$ cat src/rtl/mux8way_stream.sv
// Eight-channel valid/ready gather with round-robin arbitration.
// Ports: clk, rst_n, in_valid[8], in_data[8*W], in_ready[8], out_*.
module mux8way_stream #(
  parameter int WIDTH = 16
) (
  input  logic               clk,
  input  logic               rst_n,
  input  logic [7:0]         in_valid,
  input  logic [8*WIDTH-1:0] in_data,
  output logic [7:0]         in_ready,
  output logic               out_valid,
  output logic [WIDTH-1:0]   out_data,
  output logic [2:0]         out_sel,
  input  logic               out_ready
);

  logic             r_valid;
  logic [WIDTH-1:0] r_data;
  logic [2:0]       r_sel;
  logic [2:0]       r_ptr;

  logic             w_load;
  logic             w_found;
  logic             w_take;
  logic [2:0]       w_gnt;
  logic [2:0]       w_idx;
  logic [WIDTH-1:0] w_word;

  assign w_load = !r_valid || out_ready;

  // First requester at or after r_ptr, modulo 8.
  always_comb begin
    w_found = 1'b0;
    w_gnt   = 3'd0;
    w_idx   = 3'd0;
    for (int k = 0; k < 8; k++) begin
      w_idx = r_ptr + 3'(k);
      if (!w_found && in_valid[w_idx]) begin
        w_found = 1'b1;
        w_gnt   = w_idx;
      end
    end
  end

  assign w_take = w_load && w_found;

  assign w_word =
    in_data[int'(w_gnt)*WIDTH +: WIDTH];

  assign in_ready =
    w_take ? (8'd1 << w_gnt) : 8'd0;

  always_ff @(posedge clk or negedge rst_n) begin
    if (!rst_n) begin
      r_valid <= 1'b0;
      r_data  <= '0;
      r_sel   <= 3'd0;
      r_ptr   <= 3'd0;
    end else if (w_take) begin
      r_valid <= 1'b1;
      r_data  <= w_word;
      r_sel   <= w_gnt;
      r_ptr   <= w_gnt + 3'd1;
    end else if (w_load) begin
      r_valid <= 1'b0;
    end
  end

  assign out_valid = r_valid;
  assign out_data  = r_data;
  assign out_sel   = r_sel;

endmodule

$ cat config.mk
export PLATFORM = sky130hd
export DESIGN_NAME = mux8way_stream
export DESIGN_NICKNAME = d
export VERILOG_FILES = /design/src/rtl/mux8way_stream.sv
export SDC_FILE = /design/constraint.sdc
export NUM_CORES = 1
export LEC_CHECK = 0
export CAP_MARGIN = 25
export CORE_ASPECT_RATIO = 1.1
export CORE_MARGIN = 2
export CORE_UTILIZATION = 30
export CTS_BUF_LIST = sky130_fd_sc_hd__clkbuf_8
export DETAILED_ROUTE_END_ITERATION = 16
export PLACE_DENSITY = 0.71
export SYNTH_ARGS = -nofsm -noshare
export SYNTH_HDL_FRONTEND = slang
export SYNTH_SLANG_ARGS = --single-unit
$ cat constraint.sdc
create_clock -name clk -period 11.1 [get_ports clk]
set_input_delay 2.22 -clock clk [delete_from_list [all_inputs] [get_ports clk]]
set_output_delay 2.22 -clock clk [all_outputs]
set_load 0.01 [all_outputs]
==> results.md <==
- Status: complete, no violations
- Diode count: 0
- First-pass GRT wire length: about 15 mm
- Die span in y: 106 µm
- Max-slew headroom: 34.6%
- CP Class: input pin to primary output
- Core ar.: a little over 9000 µm²
- # clock sinks: 23
- Largest net degree at the start of global routing: 52
- Drt total wl: 9.65 mm
- WP data arrival: 6.67 ns
- Share of cells above drive strength 1: 7.66%
- Top Ports: around 170
- Root buffer cell: clkbuf_8
- Netlist cell types: 50
- Post-synthesis cell area: approximately 2900 µm²
- FF+latch count, synth: 23
- Area delta synth->final: 60.9%
- Async S/R FF share, synth: 100%
- Yosys top cell by area: mux2i_1
- Worst flop-to-flop path startpoint: r_ptr[1]
- H-tree levels: 1
- Fin util: 49.4%
- Crit start category: input pin
- DR vias/cell: 5.32
- Total track usage: between 10% and 20%
- Crit path max-delay family: simple AND/OR/NAND/NOR gates
- Worst-path fanout max: 24
- Drt drc: 0
- Worst skew pair latency: 0.26 ns
- Synthesized instance count: ~280
- CTS hold repair buffers: 0
- Vias in the first global route: 3019
- Worst setup path start: in_valid[6]
- Via count: 2913
- Post-Syn Area per Cell: 10.1 µm²
- Clock Skew: between 0.002 and 0.0025 ns
- Most frequent cells in the layout: 166 x clkdlybuf4s50_1, 88 x mux2i_1, 23 x dfrtp_1
- Clock-pin slew on the worst setup and hold paths: 0.08 ns
- Post-synth top flop: dfrtp_1
- CP Capture Type: primary output
- DPL Wire Length: 7.82 mm
- Total grt overflow: 0
- Worst VDD drop: 0.000203 V
- Post-cts resize count: 0
- RSZ-0062 raised after global routing: no
- GP Congestion: 0.848
- DIE AREA: 10300 µm²
- Largest cells by area after synthesis: mux2i_1 31%, dfrtp_1 20%, mux4_2 8.7%
- Setup TNS: 0 ns
- Final Slew Violations: 0
- Final min period: 8.89 ns
- Initial antenna violation count: 0
- Placed cells: roughly 540
- Reg2Reg Setup Slack: 5.74 ns
- Slowest library cell on the worst path: nand4_1
- Most common cell after layout, fill and taps aside: clkdlybuf4s50_1
- Hold Vio Cnt, Final: 0
- DRT Pass-1 Iters: 4
- YS warnings: 0
- TritonCTS clock tree: built
- Max incr delay on CP: 0.93 ns
- Post-route ant nets: 0
- Final Setup Violations: 0
- Worst-margin pin slew: 0.980 ns
- Required @ worst endpoint: slightly below 9 ns
- CP bufs+invs: 2
- Max Clock Freq: roughly 0.11 GHz
- Sequential area share after synthesis: approximately a fifth
- HP Class: register to register
- Pwr Density: 348 nW/µm²
- Number of CTS-inserted buffers: 3
- Nets: 574
- PortBufs: 166
- Max-Cap Viols: 0
- Worst path cell trace: clkdlybuf4s50_1 > mux2_1 > mux4_2 > a211oi_1 > o2bb2ai_1 > a31oi_4 > nand4_1 > nor2_1 > clkdlybuf4s50_1
- Pleak: 2.01 nW
- Most used cell, CP: clkdlybuf4s50_1
- Syn nets: 425
- Final period utilization: 80.1%
- Max Root-Sink Buffers: 2
- Post-synth EDFFs: 0
- Die Wd: ~97 µm
- Non-Filler Instances: 548
- Setup bufs post-CTS: 0
- HP Start: out_sel[1]
- DR iter-0 viols: 114
- WL/cell: 17.6 µm
- Area fraction of the dominant cell type after synthesis: between 30% and 40%
- Row count: 37
- Initial Util: 30.7%
- Fin Hold WS: around 0.49 ns
## path summary, 6_finish.rpt
check	to	cells after the start
max in group asynchronous	out_sel[0]	2
hold reg to reg	out_sel[1]	1
hold / removal	out_sel[1]	1
min in group asynchronous	out_data[1]	1
setup / recovery	in_ready[0]	9
setup reg to reg	out_data[1]	10
## power breakdown
part           internal [W]  total [W]  switching, W
clock network     0.0000247  0.0000507     0.0000260
registers          0.000130   0.000182     0.0000519
logic              0.000669    0.00137      0.000697
total              0.000823    0.00160      0.000775
## registers in the layout, indices dropped and copies added, names as in the netlist
name,flops
out_data,16
out_sel,3
out_valid,1
r_ptr,3
## worst reg2reg max path, delay by kind of cell (launching register included)
kind,cells,cell delay (ns)
AO/OA/AOI/OAI,5,1.77
AND/OR/NAND/NOR,1,0.94
multiplexers,2,0.90
flip-flops,1,0.82
adder cells (fa/ha/maj),1,0.67
buffers and inverters,1,0.20
## logic make-up (layout without fill, tap and decap cells)
logic type | count (synthesis) | count (layout) | synth area share (%)
xor+xnor | 5 | 5 | 1.80
compound gates | 64 | 64 | 17.8
buf+inv | 28 | 176 | 5.96
fa+ha+maj | 3 | 3 | 1.32
simple gates | 52 | 52 | 9.91
flops | 23 | 23 | 20.2
mux | 108 | 108 | 43.1
## routing by layer
layer | track usage [%] | part of all wire, %
met1 | 21.4 | 39
met2 | 33.8 | 54
met3 | 2.76 | 5.5
met4 | 4.63 | 1.5
met5 | 0 | 0
## metrics by stage
stage | area (µm²) | worst slack, ns | power (W)
finish | 4590 | 2.21 | 0.00160
global route | 4590 | 1.81 | 0.00173
CTS | 4590 | 2.18 | 0.00161
detailed placement | 4550 | 2.21 | 0.00156
global placement | 4530 | 2.36 | 0.00153
floorplan | 2850 | 4.36 | 0.00123
## area by class of cell
cell class | count | area, µm²
Timing Repair Buffer | 168 | 1680
Sequential cell | 23 | 576
Clock buffer | 3 | 41.3
Clock inverter | 1 | 3.75
Tap cell | 117 | 146
Multi-Input combinational cell | 232 | 2130
Fill cell | 867 | 4710
Inverter | 4 | 15.0
## cells in the mapped netlist, types with 2 or more instances
cell type / count
ha_1: 3
o21ai_1: 2
a32oi_1: 2
a31oi_4: 2
a21oi_1: 4
nor2_2: 2
nor3b_1: 2
xor2_1: 3
o21ai_0: 6
nor2b_1: 2
nand4_1: 2
nand2b_1: 3
inv_2: 2
mux2_2: 7
nor2_1: 10
o22ai_1: 17
nand3_1: 3
buf_4: 3
nand2_1: 15
dfrtp_1: 23
mux4_2: 11
o221ai_1: 4
mux2i_1: 88
and3_1: 2
a221o_1: 16
buf_2: 13
mux2_1: 2
buf_6: 5
inv_1: 2
and2_1: 3
a211oi_1: 3
clkbuf_1: 3
Power figures use the tool's default switching activity.
